--- config.mk ---
export PLATFORM = sky130hd
export DESIGN_NAME = i2c_aud_target
export DESIGN_NICKNAME = d
export VERILOG_FILES = /design/src/rtl/i2c_pkg.sv /design/src/rtl/i2c_sync_edge.sv /design/src/rtl/i2c_aud_target.sv
export SDC_FILE = /design/constraint.sdc
export NUM_CORES = 1
export LEC_CHECK = 0
export ABC_AREA = 1
export CORE_MARGIN = 4
export CORE_UTILIZATION = 57
export CTS_BUF_LIST = sky130_fd_sc_hd__clkbuf_8
export CTS_CLUSTER_DIAMETER = 40
export CTS_CLUSTER_SIZE = 30
export DETAILED_ROUTE_END_ITERATION = 10
export PLACE_DENSITY = 0.79
export SYNTH_ARGS = -nofsm -noshare
export SYNTH_HDL_FRONTEND = slang
export SYNTH_SLANG_ARGS = --single-unit
--- constraint.sdc ---
create_clock -name Clk -period 2.47 [get_ports Clk]
set_input_delay 0.494 -clock Clk [delete_from_list [all_inputs] [get_ports Clk]]
set_output_delay 0.494 -clock Clk [all_outputs]
set_load 0.01 [all_outputs]
--- src/rtl/i2c_pkg.sv ---
// Shared I2C definitions for the audio-codec configuration path (initiator and target).
// Holds the target FSM state encoding and the R/W bit value for a write.
// No logic; imported by i2c_aud_target and the I2C_AUD initiator.
package i2c_pkg;

  // States of the write-only target FSM.
  typedef enum logic [2:0] {
    ST_IDLE      = 3'd0,
    ST_ADDR      = 3'd1,
    ST_ADDR_ACK  = 3'd2,
    ST_DATA1     = 3'd3,
    ST_ACK1      = 3'd4,
    ST_DATA2     = 3'd5,
    ST_ACK2      = 3'd6,
    ST_WAIT_STOP = 3'd7
  } t_i2c_tgt_state;

  // Value of the R/W bit (LSB of the address byte) for a write transfer.
  localparam logic I2C_WRITE = 1'b0;

endpackage

--- src/rtl/i2c_sync_edge.sv ---
// Purpose: 2-flop synchronizer for one asynchronous bus line plus rise/fall pulses.
// Latency: lvl follows din after 2 clk; rise/fall pulse in the same cycle lvl changes.
// Backpressure: none (free-running sampler).
// Ports: clk, rst (async, active high), din (async line), lvl (synchronized level),
//        rise/fall (one-cycle pulses on a synchronized 0->1 / 1->0 transition).
module i2c_sync_edge #(
  parameter logic RST_VAL = 1'b1
) (
  input  logic clk,
  input  logic rst,
  input  logic din,
  output logic lvl,
  output logic rise,
  output logic fall
);

  logic meta;
  logic sync;
  logic prev;

  always_ff @(posedge clk or posedge rst) begin
    if (rst) begin
      meta <= RST_VAL;
      sync <= RST_VAL;
      prev <= RST_VAL;
    end else begin
      meta <= din;
      sync <= meta;
      prev <= sync;
    end
  end

  assign lvl  = sync;
  assign rise = sync & ~prev;
  assign fall = ~sync & prev;

endmodule

--- src/rtl/i2c_aud_target.sv ---
// Purpose: write-only I2C target; matches DEV_ADDR, ACKs and captures two data bytes,
//          then presents them with a one-cycle VALID strobe.
// Latency: bus events act 3 Clk after the pin change; OE follows the SCL fall by 3 Clk.
// Backpressure: none; the target never stretches SCL and every write is accepted.
// Ports: Clk, Reset (async, active high), I2C_SCLK/I2C_SDAT_IN (async bus inputs),
//        I2C_SDAT_OE (1 = pull SDA low), DATA1/DATA2 (last complete write), VALID, BUSY.
module i2c_aud_target
  import i2c_pkg::*;
#(
  parameter logic [6:0] DEV_ADDR = 7'h1A
) (
  input  logic       Clk,
  input  logic       Reset,
  input  logic       I2C_SCLK,
  input  logic       I2C_SDAT_IN,
  output logic       I2C_SDAT_OE,
  output logic [7:0] DATA1,
  output logic [7:0] DATA2,
  output logic       VALID,
  output logic       BUSY
);

  logic scl_lvl, scl_rise, scl_fall;
  logic sda_lvl, sda_rise, sda_fall;

  i2c_sync_edge #(.RST_VAL(1'b1)) u_scl_sync (
    .clk  (Clk),
    .rst  (Reset),
    .din  (I2C_SCLK),
    .lvl  (scl_lvl),
    .rise (scl_rise),
    .fall (scl_fall)
  );

  i2c_sync_edge #(.RST_VAL(1'b1)) u_sda_sync (
    .clk  (Clk),
    .rst  (Reset),
    .din  (I2C_SDAT_IN),
    .lvl  (sda_lvl),
    .rise (sda_rise),
    .fall (sda_fall)
  );

  t_i2c_tgt_state state, state_nxt;

  logic [2:0] bit_cnt;
  logic       byte_done;   // 8 bits of the current byte have been shifted in
  logic [7:0] shreg;
  logic [7:0] byte1;       // first data byte, held until ACK2 completes
  logic       addr_ok;     // address phase was ACKed in this transaction
  logic       addr_match;
  logic       shifting;
  logic       start_det;
  logic       stop_det;

  // SCL high now and not just risen means it was also high in the previous
  // sample, so an SDA edge coinciding with an SCL rise is not a START/STOP.
  assign start_det = sda_fall & scl_lvl & ~scl_rise;
  assign stop_det  = sda_rise & scl_lvl & ~scl_rise;

  assign addr_match = (shreg[7:1] == DEV_ADDR) && (shreg[0] == I2C_WRITE);
  assign shifting   = (state == ST_ADDR) || (state == ST_DATA1) || (state == ST_DATA2);

  // State register
  always_ff @(posedge Clk or posedge Reset) begin
    if (Reset) begin
      state <= ST_IDLE;
    end else begin
      state <= state_nxt;
    end
  end

  // Next-state logic; START/STOP override any bit handling in the same cycle.
  always_comb begin
    state_nxt = state;
    if (start_det) begin
      state_nxt = ST_ADDR;
    end else if (stop_det) begin
      state_nxt = ST_IDLE;
    end else if (scl_fall) begin
      case (state)
        ST_ADDR:     if (byte_done) state_nxt = ST_ADDR_ACK;
        ST_ADDR_ACK: state_nxt = addr_match ? ST_DATA1 : ST_WAIT_STOP;
        ST_DATA1:    if (byte_done) state_nxt = ST_ACK1;
        ST_ACK1:     state_nxt = ST_DATA2;
        ST_DATA2:    if (byte_done) state_nxt = ST_ACK2;
        ST_ACK2:     state_nxt = ST_WAIT_STOP;
        default:     state_nxt = state;
      endcase
    end
  end

  // Outputs decoded from state. OE is combinational on the state so an
  // asynchronous reset releases SDA without waiting for a clock edge.
  always_comb begin
    I2C_SDAT_OE = 1'b0;
    BUSY        = 1'b0;
    case (state)
      ST_ADDR_ACK: begin
        I2C_SDAT_OE = addr_match;
        BUSY        = addr_match;
      end
      ST_DATA1, ST_DATA2: begin
        BUSY = 1'b1;
      end
      ST_ACK1, ST_ACK2: begin
        I2C_SDAT_OE = 1'b1;
        BUSY        = 1'b1;
      end
      ST_WAIT_STOP: begin
        BUSY = addr_ok;
      end
      default: begin
        I2C_SDAT_OE = 1'b0;
        BUSY        = 1'b0;
      end
    endcase
  end

  // Bit counter, shift register and output registers.
  always_ff @(posedge Clk or posedge Reset) begin
    if (Reset) begin
      bit_cnt   <= 3'd0;
      byte_done <= 1'b0;
      shreg     <= 8'h00;
      byte1     <= 8'h00;
      addr_ok   <= 1'b0;
      DATA1     <= 8'h00;
      DATA2     <= 8'h00;
      VALID     <= 1'b0;
    end else begin
      VALID <= 1'b0;
      if (start_det || stop_det) begin
        bit_cnt   <= 3'd0;
        byte_done <= 1'b0;
        addr_ok   <= 1'b0;
      end else begin
        if (shifting && scl_rise) begin
          shreg   <= {shreg[6:0], sda_lvl};
          bit_cnt <= bit_cnt + 3'd1;
          if (bit_cnt == 3'd7) begin
            byte_done <= 1'b1;
          end
        end
        if (shifting && scl_fall && byte_done) begin
          byte_done <= 1'b0;
          if (state == ST_DATA1) begin
            byte1 <= shreg;
          end
        end
        if ((state == ST_ADDR_ACK) && scl_fall && addr_match) begin
          addr_ok <= 1'b1;
        end
        // End of the ACK2 clock: publish both bytes together with VALID.
        if ((state == ST_ACK2) && scl_fall) begin
          DATA1 <= byte1;
          DATA2 <= shreg;
          VALID <= 1'b1;
        end
      end
    end
  end

endmodule

==> impl_metrics.tcl <==
set metrics [dict create \
    synth_area_mm2 0.002028 \
    areaGrowthSynthToFinish_pct 18.08 \
    cp_num_buf_inv 2 \
    cts_tree "done" \
    final_design_area_no_fill_mm2 0.002395 \
    worstSetupPathType "reg -> out" \
    grt_pass1_vias 1379 \
    r2r_slack_ns 0.94 \
    p_per_area_mw_per_mm2 597.0 \
    synth_area_per_cell_um2 9.136 \
    rsz0062_at_grt "no" \
    start_util_pct 59.84 \
    r2r_cells 5 \
    fin_crit_ns 2.299 \
    cts_setup_buffers 0 \
    slowest_delay_ns 0.52 \
    crit_cells 7 \
    cp-endpoint "I2C_SDAT_OE" \
    cp.arrival_ns 1.80 \
    wl_per_cell_um 11.21 \
    multi_input_area_um2 669.4 \
    cts.root.buffer_cell "clkbuf_8" \
    relSlewSlack_pct 63.03 \
    maxCapViolCount 0 \
    post-dp-hpwl_mm 2.466 \
    synth_cell_types 23 \
    slew_viol_final 0 \
    overflow 0 \
    r2r-start "u_scl_sync.lvl" \
    crit_start "shreg[1]" \
    final_layout_size_suffix_gt1_share_pct 13.65 \
    crit_slowest_cell "clkdlybuf4s50_1" \
    yosys_warnings 0 \
    cp_top_family "buffers and inverters" \
    hold_viol 0 \
    max-vdd-ir-drop_mv 0.5651 \
    path_common_cell "nand2_1" \
    path_cells "inv_1 -> nand2_1 -> nor2_2 -> and2_1 -> nand3_1 -> nand2_1 -> clkdlybuf4s50_1" \
    fmax_mhz 435.0 \
    worstPathRequired_ns 1.98 \
    die_w_um 67.65 \
    postRouteAntennaNets 0 \
    fill_cells 243 \
    clkSinkCount 47 \
    fin_tns_setup_ns 0 \
    first_pass_iters 4 \
    placed_area_mm2 0.002271 \
    syn_inst 222 \
    ff_latch_area_mm2 0.001185 \
    path_clk_slew_ns 0.08 \
    vias_per_cell 4.871 \
    antenna_found_initial 0 \
    status "finished, final reports clean" \
    num-nets-final 254 \
    drt-total-wl_mm 3.306 \
    dieHeight_um 67.65 \
    die-area_mm2 0.004577 \
    grtUsageTotal_pct 18.17 \
    num_vias 1437 \
    ys_ff_latch 47 \
    reg2reg_to "shreg[3]" \
    gp_congestion 0.8482 \
    fin_skew_ns 0.008819 \
    grt_pass1_wl_mm 6.099 \
    h-tree-depth 2 \
    ys_seq_area_share_pct 58.36 \
    worstPathMaxFanout 4 \
    rows 21 \
    syn-num-nets 228 \
    endpoint_kind "output port" \
    fin_crit_sh_pct 93.07 \
    clk_latency_ns 0.29 \
    drcViolationCount 0 \
    portBuffers 22 \
    numCtsBuffers 5 \
    io_pins 23 \
    fp.coreArea_mm2 0.003390 \
    grt_max_degree 48 \
    antenna_cells 0 \
    critPathLaunchType "flop" \
    hold_class "reg -> reg" \
    drtIter0Drc 106 \
    setup_viol 0 \
    clockBufferDepth 2 \
    leakagePower_nw 1.178 \
    tightest_slew_ns 0.5546 \
]
==> metrics by stage <==
step	utilization, %	hold WS [ns]	power, mW	std cells	setup slack [ns]
6_report	70.65	0.3597	1.430	295	0.1711
5_1_grt	70.65	0.3670	1.494	295	0.01622
4_1_cts	70.47	0.3616	1.444	295	0.1001
3_5_place_dp	67.00	0.3475	0.8785	287	0.4213
3_3_place_gp	67.00	0.3459	0.8766	287	0.4820
2_1_floorplan	-	0.3452	0.8577	222	0.8698
==> where the power goes <==
group / switching (mW) / leakage (nW) / internal [mW]
Sequential: 0.0120 / 0.633 / 0.790
Combinational: 0.0437 / 0.484 / 0.0166
Clock: 0.240 / 0.0612 / 0.327
Total: 0.296 / 1.18 / 1.13
==> cells by family after synthesis <==
kind of cell | Yosys count | share of synthesized area, %
AOI/OAI and AO/OA | 35 | 9.747
DFF | 47 | 58.36
and+or+nand+nor | 100 | 21.90
buffers and inverters | 38 | 8.760
adders and majority gates | 2 | 1.234
==> placed cells by master (no fill, tap or decap), types with 5 or more instances in the layout <==
| cell | n |
|---|---|
| nand3_1 | 10 |
| nand4_1 | 5 |
| o21ai_0 | 26 |
| dfrtp_1 | 40 |
| clkbuf_8 | 6 |
| inv_1 | 28 |
| nand2_1 | 59 |
| nor2_1 | 17 |
| dfstp_2 | 6 |
| clkdlybuf4s50_1 | 21 |
| a21oi_2 | 5 |
==> flip-flops by register name, indices dropped and copies added (netlist names), 3 cells and up <==
signal	count
shreg	8
bit_cnt	3
state	3
DATA2	8
DATA1	8
byte1	8
==> timing repair <==
item / CTS / global route
hold buffers: 0 / 0
gates resized for setup: 0 / 4
setup endpoints to repair: 0 / 2
==> routing by layer <==
| layer | vias up | global-route usage [%] | part of all wire (%) |
|---|---|---|---|
| li1 | 750 | - | - |
| met3 | 7 | 5.491 | 3.4 |
| met4 | 0 | 7.089 | 1.7 |
| met2 | 22 | 29.28 | 48 |
| met5 | - | 0 | 0 |
| met1 | 658 | 22.89 | 47 |
==> cell type report <==
cell class | count | area share [%]
multi-input combinational | 137 | 27.95
sequential | 47 | 49.48
timing repair buffer | 25 | 10.24
tap | 46 | 2.403
inverter | 32 | 5.016
clock buffer | 6 | 3.448
clock inverter | 2 | 1.463
==> Yosys cell counts, drive strengths merged <==
| master | n | area [um2] |
|---|---|---|
| a21oi | 8 | 58.80 |
| clkbuf | 1 | 13.76 |
| nand4 | 6 | 43.79 |
| nand2 | 61 | 239.0 |
| o21ai | 27 | 138.9 |
| dfstp | 6 | 157.7 |
| nor2 | 19 | 78.82 |
| nor3 | 3 | 26.28 |
| and2 | 1 | 6.260 |
| nand3 | 10 | 50.05 |
| inv | 32 | 120.1 |
| dfrtp | 41 | 1026 |
| ha | 2 | 25.02 |
| buf | 5 | 43.79 |
==> how the worst min path moves through the flow <==
stage | startpoint | slack (ns) | endpoint | cells past startpoint
floorplan | u_scl_sync.meta | 0.35 | u_scl_sync.lvl | 0
global placement | u_sda_sync.meta | 0.35 | u_sda_sync.lvl | 0
detailed placement | u_scl_sync.meta | 0.35 | u_scl_sync.lvl | 0
CTS | u_sda_sync.meta | 0.36 | u_sda_sync.lvl | 0
global route | u_sda_sync.meta | 0.37 | u_sda_sync.lvl | 0
finish | u_sda_sync.meta | 0.36 | u_sda_sync.lvl | 0
Note: power is estimated with default switching activity, not from simulation.
